File: src/rtl/cordic_sched.sv
// Round-robin scheduler sharing one pipelined CORDIC core among N_REQ requesters.
// Define CORDIC_SCHED_PRIO0_EN to give port 0 absolute priority over the rotation.
module cordic_sched #(
  parameter int unsigned N_REQ = 4,
  parameter int unsigned W_NIO = 16,
  parameter int unsigned LAT   = 21
) (
  input  logic                       clk,
  input  logic                       rst,
  input  logic [N_REQ-1:0]           req_vld,
  output logic [N_REQ-1:0]           req_rdy,
  input  logic [N_REQ*W_NIO-1:0]     req_x,
  input  logic [N_REQ*W_NIO-1:0]     req_y,
  input  logic [N_REQ*W_NIO-1:0]     req_z,
  output logic [W_NIO-1:0]           core_x,
  output logic [W_NIO-1:0]           core_y,
  output logic [W_NIO-1:0]           core_z,
  input  logic [W_NIO-1:0]           core_rx,
  input  logic [W_NIO-1:0]           core_ry,
  input  logic [W_NIO-1:0]           core_rz,
  output logic [N_REQ-1:0]           rsp_vld,
  output logic [W_NIO-1:0]           rsp_x,
  output logic [W_NIO-1:0]           rsp_y,
  output logic [W_NIO-1:0]           rsp_z,
  output logic [$clog2(LAT+2)-1:0]   inflight,
  output logic                       busy
);

  localparam int unsigned PW = (N_REQ > 1) ? $clog2(N_REQ) : 1;

  logic [PW-1:0]    ptr;
  logic [PW-1:0]    cand;
  logic [PW-1:0]    gnt_idx;
  logic             acc;
  logic             ptr_adv;
  logic             strobe;
  logic [W_NIO-1:0] sel_x, sel_y, sel_z;
  logic [LAT:0]     tag_vld;
  logic [PW-1:0]    tag_idx [LAT+1];

  // Round-robin search starting at ptr; reset suppresses every grant.
  always_comb begin
    gnt_idx = '0;
    acc     = 1'b0;
    cand    = '0;
    for (int unsigned i = 0; i < N_REQ; i++) begin
      cand = PW'((32'(ptr) + i) % N_REQ);
      if (!acc && req_vld[cand]) begin
        acc     = 1'b1;
        gnt_idx = cand;
      end
    end
`ifdef CORDIC_SCHED_PRIO0_EN
    if (req_vld[0]) begin
      acc     = 1'b1;
      gnt_idx = '0;
    end
`endif
    if (rst) acc = 1'b0;
  end

`ifdef CORDIC_SCHED_PRIO0_EN
  assign ptr_adv = acc && !req_vld[0];
`else
  assign ptr_adv = acc;
`endif

  always_comb begin
    req_rdy = '0;
    if (acc) req_rdy[gnt_idx] = 1'b1;
  end

  always_comb begin
    sel_x = '0;
    sel_y = '0;
    sel_z = '0;
    for (int unsigned k = 0; k < N_REQ; k++) begin
      if (gnt_idx == PW'(k)) begin
        sel_x = req_x[k*W_NIO +: W_NIO];
        sel_y = req_y[k*W_NIO +: W_NIO];
        sel_z = req_z[k*W_NIO +: W_NIO];
      end
    end
  end

  assign strobe = tag_vld[LAT];

  // Control state: pointer, operand register, tag valid chain, occupancy.
  always_ff @(posedge clk) begin
    if (rst) begin
      ptr      <= '0;
      core_x   <= '0;
      core_y   <= '0;
      core_z   <= '0;
      tag_vld  <= '0;
      inflight <= '0;
    end else begin
      tag_vld <= {tag_vld[LAT-1:0], acc};
      if (acc) begin
        core_x <= sel_x;
        core_y <= sel_y;
        core_z <= sel_z;
      end
      if (ptr_adv) ptr <= (gnt_idx == PW'(N_REQ-1)) ? '0 : gnt_idx + 1'b1;
      case ({acc, strobe})
        2'b10:   inflight <= inflight + 1'b1;
        2'b01:   inflight <= inflight - 1'b1;
        default: inflight <= inflight;
      endcase
    end
  end

  // Port indices ride alongside the valid chain; they need no reset.
  always_ff @(posedge clk) begin
    tag_idx[0] <= gnt_idx;
    for (int unsigned i = 1; i <= LAT; i++) tag_idx[i] <= tag_idx[i-1];
  end

  always_comb begin
    rsp_vld = '0;
    if (strobe && !rst) rsp_vld[tag_idx[LAT]] = 1'b1;
  end

  assign rsp_x = core_rx;
  assign rsp_y = core_ry;
  assign rsp_z = core_rz;
  assign busy  = (inflight != '0);

endmodule

File: config.mk
export PLATFORM = sky130hd
export DESIGN_NAME = cordic_sched
export DESIGN_NICKNAME = d
export VERILOG_FILES = /design/src/rtl/cordic_sched.sv
export SDC_FILE = /design/constraint.sdc
export NUM_CORES = 1
export LEC_CHECK = 0
export ABC_AREA = 1
export CAP_MARGIN = 0
export CELL_PAD_IN_SITES_DETAIL_PLACEMENT = 0
export CELL_PAD_IN_SITES_GLOBAL_PLACEMENT = 1
export CORE_AREA = 2 2 151 153
export CTS_BUF_LIST = sky130_fd_sc_hd__clkbuf_8 sky130_fd_sc_hd__clkbuf_16
export DETAILED_ROUTE_END_ITERATION = 16
export DIE_AREA = 0 0 153 155
export PLACE_DENSITY = 0.88
export SLEW_MARGIN = 0
export SYNTH_ARGS = -nofsm -noshare
export SYNTH_HDL_FRONTEND = slang
export SYNTH_SLANG_ARGS = --single-unit
File: constraint.sdc
create_clock -name clk -period 5.45 [get_ports clk]
set_input_delay 0.545 -clock clk [delete_from_list [all_inputs] [get_ports clk]]
set_output_delay 0.545 -clock clk [all_outputs]
set_load 0.005 [all_outputs]
==> results.json, run 1 <==
{
  "status": "completed",
  "cts_buffers": 17,
  "cts_root_buf": "clkbuf_16",
  "worstSetupPathType": "flip-flop to output pin",
  "min_to": "tag_idx[0][8]",
  "synth_top_area_share": 0.411,
  "antenna_found_initial": 0,
  "finalClockSkew_ps": 8.16,
  "yosysUniqueCellTypes": 25,
  "cts-resized-gates": 0,
  "wl_per_cell_um": 15.3,
  "dieArea_sq_mm": 0.0237,
  "dieHeight_um": 155,
  "drt-initial-drc-count": 259,
  "powerDensity_mw_per_mm2": 684,
  "drtPass1Iterations": 5,
  "cts_setup_buffers": 0,
  "fin_ws_ps": 1530,
  "htreeDepth": 4,
  "rr_endpoint": "core_x[11]",
  "vdd_drop_max_v": 0.000252,
  "hold_start": "tag_idx[0][6]",
  "diodes": 0,
  "syn2layout_area_growth_pct": 51.8,
  "clock-sinks": 121,
  "power_uw": 6120,
  "switching_power_uw": 2850,
  "place_hpwl_um": 15500,
  "grt_pass1_vias": 5761,
  "wl_met3_um": 1570,
  "ff2ff_setup_slack_ps": 1790,
  "leakage_uw": 0.00397,
  "final_area_sq_mm": 0.00894,
  "rr_worst_depth": 16,
  "met1Wirelength_um": 8760,
  "syn_inst": 876,
  "topRoutingLayerUsed": "met4",
  "clock.fmax_ghz": 0.255,
  "end_kind": "output pin",
  "fin_tns_setup_ps": 0,
  "synth_area_leaders": "dfxtp_1 (41%), nand2_1 (19%), o21ai_0 (7.3%)",
  "tightest_slew_ps": 773,
  "drv_slew": 0,
  "dpl-instance-area_sq_mm": 0.00833,
  "combPwrFrac": 0.591,
  "rows": 55,
  "critPathTopFamily": "buffers and inverters",
  "grt_pass1_wl_um": 31700,
  "report.final.setup_viol": 0,
  "grt_usage": 0.173,
  "pwr-share-seq": 0.220,
  "die_w_um": 153,
  "cts_hold_buf": 0,
  "syn_area_per_cell_sq_um": 6.73,
  "timing.rr.start": "ptr[0]",
  "final_layout_size_suffix_gt1_frac": 0.0548,
  "syn_nets": 1129,
  "clock_latency_ps": 410,
  "synth-seq-area-share": 0.411,
  "finalHoldViolations": 0,
  "clk_path_buf_depth": 2,
  "critPathLaunchType": "flip-flop",
  "clockPowerShare": 0.190,
  "drv_cap": 0,
  "initial_core_util": 0.265,
  "vias": 6005,
  "remaining_drc_errors": 0,
  "ant_nets": 0,
  "routabilityCongestion": 0.820,
  "portBuffers": 259,
  "worst-path-buf-inv": 3,
  "crit_required_ps": 4910,
  "switching_share": 0.466,
  "overflow": 0,
  "min_period_ps": 3920,
  "yosys.area.top_type": "dfxtp_1",
  "finalCritPeriodShare": 0.720,
  "ioPinCount": 356,
  "fin_nets": 1317,
  "clk_pin_slew_ps": 70,
  "cpMostUsedCell": "nand2_1",
  "hold_path_depth": 0,
  "wl_um": 20800,
  "crit_slowest_cell": "clkdlybuf4s50_1",
  "cp.arrival_ps": 3380,
  "ys_warn_count": 0,
  "core_sq_mm": 0.0222,
  "syn_area_sq_mm": 0.00589,
  "viasPerCell": 4.41,
  "grt_max_degree": 76,
  "slew_headroom": 0.485,
  "hold_class": "flip-flop to flip-flop",
  "preCtsSetupSlack_ps": 1510,
  "rsz0062_at_grt": "no",
  "path_cells": "inv_2, nand2_1, nand2_2, o21ai_2, nand3b_1, nand3_1, nand2_1, ha_2, inv_1, nor2_1, clkdlybuf4s50_1",
  "internal-power_uw": 3270,
  "critPathMaxFanout": 14,
  "cts_tree": "done",
  "slowest_delay_ps": 560,
  "ys_ff_latch": 121,
  "finalHoldWorstSlack_ps": 322,
  "wl_met2_um": 10200
}
## per-stage QoR
step                 util  std cells
floorplan               -        876
global placement    0.375       1330
detailed placement  0.375       1330
CTS                 0.402       1362
global route        0.402       1362
finish              0.402       1362
## worst max-delay path by stage
stage	startpoint	endpoint	slack (ps)	cells after the start
after floorplan	ptr[0]	req_rdy[1]	2540	17
after global placement	req_vld[1]	core_y[5]	1590	20
after detailed placement	req_vld[1]	core_y[10]	1510	17
after CTS	ptr[0]	req_rdy[1]	1480	11
after global routing	ptr[0]	req_rdy[2]	1120	13
final	ptr[0]	req_rdy[1]	1530	11
## state kept, by name (all words and copies together), names as in the netlist
name and flops:
core_y 16, core_z 16, core_x 16, tag_idx 44
ptr 2, tag_vld 22, inflight 5
## worst register-to-register path, stage by stage (launching register included)
cell	delay [ps]
dfxtp_1	510
inv_2	170
nand2_1	100
nand2_2	70
o21ai_2	500
nand3_4	140
nand2_1	90
nor2_1	80
ha_2	320
nor2_4	610
buf_4	340
nand2_1	90
nand2_1	70
o211ai_1	140
nand2_1	120
nand2_1	60
a21oi_1	170
## final cells by class
type / instances / area, sq um
inverters: 50 / 188
clock inverters: 15 / 185
well taps: 285 / 357
clock buffers: 17 / 425
fillers: 2271 / 13300
flip-flops and latches: 121 / 2420
multi-input cells: 604 / 2690
repair buffers: 270 / 2680
## kinds of logic (layout without fill, tap and decap cells)
family	count (synthesis)	count (layout)	share of synthesized area
XOR/XNOR	2	2	0.00297
AND/OR/NAND/NOR	439	439	0.300
buffers and inverters	151	352	0.134
adder cells (fa/ha/maj)	7	7	0.0149
AO/OA/AOI/OAI	156	156	0.137
flip-flops	121	121	0.411
## power groups by stage
| stage | Combinational [uW] | Clock (uW) | Sequential [uW] |
|---|---|---|---|
| 6_report | 3610 | 1160 | 1340 |
| 5_1_grt | 4130 | 1230 | 1380 |
| 4_1_cts | 3680 | 1190 | 1350 |
| 3_5_place_dp | 3670 | 0 | 1370 |
| 3_3_place_gp | 3640 | 0 | 1350 |
| 2_1_floorplan | 2420 | 0 | 1340 |
## Yosys cell counts, drive strengths merged
| cell type | number |
|---|---|
| a21oi | 61 |
| buf | 71 |
| clkbuf | 30 |
| dfxtp | 121 |
| ha | 7 |
| inv | 50 |
| nand2 | 301 |
| nand3 | 11 |
| nand3b | 1 |
| nand4 | 13 |
| nor2 | 98 |
| nor3 | 5 |
| o211ai | 8 |
| o21ai | 87 |
| or2 | 10 |
| xnor2 | 1 |
| xor2 | 1 |
## metal layers
layer,global-route usage,vias to the layer above
met5,0,-
met4,0.0511,0
met3,0.0543,29
met2,0.306,214
met1,0.200,2672
li1,-,3090
## cell usage in the layout (no fill, tap or decap), drive strengths merged
cell	Yosys	routed
a21oi	61	61
buf	71	11
bufinv	0	2
clkbuf	30	17
clkdlybuf4s50	0	259
clkinv	0	6
dfxtp	121	121
ha	7	7
inv	50	57
nand2	301	301
nand3	11	11
nand3b	1	1
nand4	13	13
nor2	98	98
nor3	5	5
o211ai	8	8
o21ai	87	87
or2	10	10
xnor2	1	1
xor2	1	1
(Power assumes the default switching activity.)
==> run 2: changes to the inputs <==
--- a/config.mk
+++ b/config.mk
@@ -9,11 +9,11 @@
 export CAP_MARGIN = 0
 export CELL_PAD_IN_SITES_DETAIL_PLACEMENT = 0
 export CELL_PAD_IN_SITES_GLOBAL_PLACEMENT = 1
-export CORE_AREA = 2 2 151 153
+export CORE_AREA = 2 2 167 169
 export CTS_BUF_LIST = sky130_fd_sc_hd__clkbuf_8 sky130_fd_sc_hd__clkbuf_16
 export DETAILED_ROUTE_END_ITERATION = 16
-export DIE_AREA = 0 0 153 155
-export PLACE_DENSITY = 0.88
+export DIE_AREA = 0 0 169 171
+export PLACE_DENSITY = 0.77
 export SLEW_MARGIN = 0
 export SYNTH_ARGS = -nofsm -noshare
 export SYNTH_HDL_FRONTEND = slang
==> constraint.sdc (replaced) <==
create_clock -name clk -period 3.5 [get_ports clk]
set_input_delay 0.35 -clock clk [delete_from_list [all_inputs] [get_ports clk]]
set_output_delay 0.35 -clock clk [all_outputs]
set_load 0.005 [all_outputs]
==> run 2 against run 1 <==
Net effect:
- worst setup slack got worse by 1200 ps
- sequential power grew 54%
- final cell count grew 5.4%
==> results.json, run 2 (synthesis gave the netlist of run 1 again) <==
{
  "status": "completed",
  "routabilityCongestion": 0.854,
  "ant_nets": 0,
  "top_regs": "tag_idx: 44 flops, tag_vld: 22 flops",
  "worstSetupPathType": "flip-flop to output pin",
  "htreeDepth": 4,
  "initial_core_util": 0.216,
  "regArea_sq_mm": 0.00242,
  "hold_class": "flip-flop to flip-flop",
  "instances_no_fill": 1435,
  "ioPinCount": 356,
  "core_sq_mm": 0.0273,
  "internal-power_uw": 5160,
  "cts_root_buf": "clkbuf_16",
  "wl_um": 21700,
  "wl_per_cell_um": 15.2,
  "final_common_cell": "nand2_1",
  "critPathMaxFanout": 6,
  "grt_pass1_vias": 5865,
  "switching_share": 0.469,
  "cpMostUsedCell": "nand2_1",
  "fillerInstances": 2923,
  "report.final.setup_viol": 0,
  "vdd_drop_max_v": 0.000553,
  "clk_pin_slew_ps": 60,
  "finalHoldViolations": 0,
  "place_inst": 1401,
  "dieHeight_um": 171,
  "cts_tree": "done",
  "switching_power_uw": 4560,
  "fin_nets": 1328,
  "syn2layout_area_growth_pct": 54.4,
  "overflow": 0,
  "fin_tns_setup_ps": 0,
  "crit_required_ps": 3150,
  "pwr-share-seq": 0.213,
  "clockPowerShare": 0.173,
  "clock.fmax_ghz": 0.313,
  "finalHoldWorstSlack_ps": 321,
  "portBuffers": 259,
  "preCtsSetupSlack_ps": -56.7,
  "rsz0062_at_grt": "no",
  "power_uw": 9720,
  "path_cells": "inv_2, nand2_1, nand2_1, nand2_1, nand2_2, nor2_8, nand3_1, nand3_1, nand2_1, inv_1, ha_2, clkinv_1, nor2_1, clkdlybuf4s50_1",
  "drv_cap": 0,
  "powerDensity_mw_per_mm2": 1070,
  "vias": 6077,
  "min_period_ps": 3200,
  "fin_ws_ps": 304,
  "mostFrequentLayoutCells": "nand2_1 (296), clkdlybuf4s50_1 (259), dfxtp_1 (121)",
  "crit_slowest_cell": "clkdlybuf4s50_1",
  "final_layout_size_suffix_gt1_frac": 0.0653,
  "cp.arrival_ps": 2850,
  "dieArea_sq_mm": 0.0289,
  "die_w_um": 169,
  "largest_reg_flops": 44,
  "rows": 61,
  "drv_slew": 0,
  "grt_pass1_wl_um": 32100,
  "remaining_drc_errors": 0,
  "cts_buffers": 17,
  "combPwrFrac": 0.614,
  "place_hpwl_um": 15500,
  "drtPass1Iterations": 4,
  "tightest_slew_ps": 884,
  "cts_setup_buffers": 0,
  "clock-sinks": 121,
  "leakage_uw": 0.00401,
  "critPathLaunchType": "flip-flop",
  "slowest_delay_ps": 530,
  "antenna_found_initial": 2,
  "viasPerCell": 4.23,
  "finalClockSkew_ps": 11.3,
  "multi_input_area_sq_mm": 0.00270,
  "clk_path_buf_depth": 2,
  "drt-initial-drc-count": 216,
  "finalCritPeriodShare": 0.913,
  "clock_latency_ps": 410,
  "grt_max_degree": 76,
  "regMostFlops": "tag_idx",
  "slew_headroom": 0.410,
  "grt_usage": 0.146,
  "end_kind": "output pin"
}
run 2: critical path, delay by kind of cell (launching register included):
kind | cells | cell delay (ps)
adder cells (fa/ha/maj) | 1 | 220
buffers and inverters | 4 | 870
flip-flops | 1 | 470
AND/OR/NAND/NOR | 9 | 890
run 2: layer usage:
metal  up-vias  global-route usage  part of all wire
li1       3109                   -                 -
met1      2696               0.161              0.42
met2       235               0.257              0.47
met3        35              0.0544             0.082
met4         2              0.0554             0.023
met5         -                   0           0.00074
run 2: layout make-up:
type                       count  share of cell area
antenna                        1            0.000275
clock buffer                  17              0.0467
clock inverter                15              0.0158
inverter                      50              0.0206
multi-input combinational    605               0.297
sequential                   121               0.266
tap                          346              0.0476
timing repair buffer         280               0.306
run 2: timing repair:
action	in CTS	in global routing
setup endpoints to repair	0	10
endpoints found under the hold margin	0	0
hold buffers	0	0
resized for setup	0	1
run 2: worst paths after layout:
check	startpoint	end	slack (ps)	cells after the start
setup / recovery	ptr[1]	req_rdy[2]	300	14
hold reg to reg	tag_idx[0][5]	tag_idx[0][7]	320	0
hold / removal	tag_idx[0][5]	tag_idx[0][7]	320	0
setup reg to reg	ptr[1]	core_x[12]	350	20
run 2: power by group through the flow:
stage / combinational (uW) / sequential, uW / clock [uW]
final: 5960 / 2070 / 1680
after global routing: 6830 / 2120 / 1800
after CTS: 5990 / 2080 / 1730
after detailed placement: 5970 / 2110 / 0
after global placement: 5940 / 2090 / 0
after floorplan: 3770 / 2080 / 0
run 2: through the flow:
| stage | utilization | cell area [sq um] |
|---|---|---|
| floorplan | - | 5890 |
| global placement | 0.312 | 8520 |
| detailed placement | 0.312 | 8520 |
| CTS | 0.333 | 9090 |
| global route | 0.333 | 9100 |
| finish | 0.333 | 9100 |
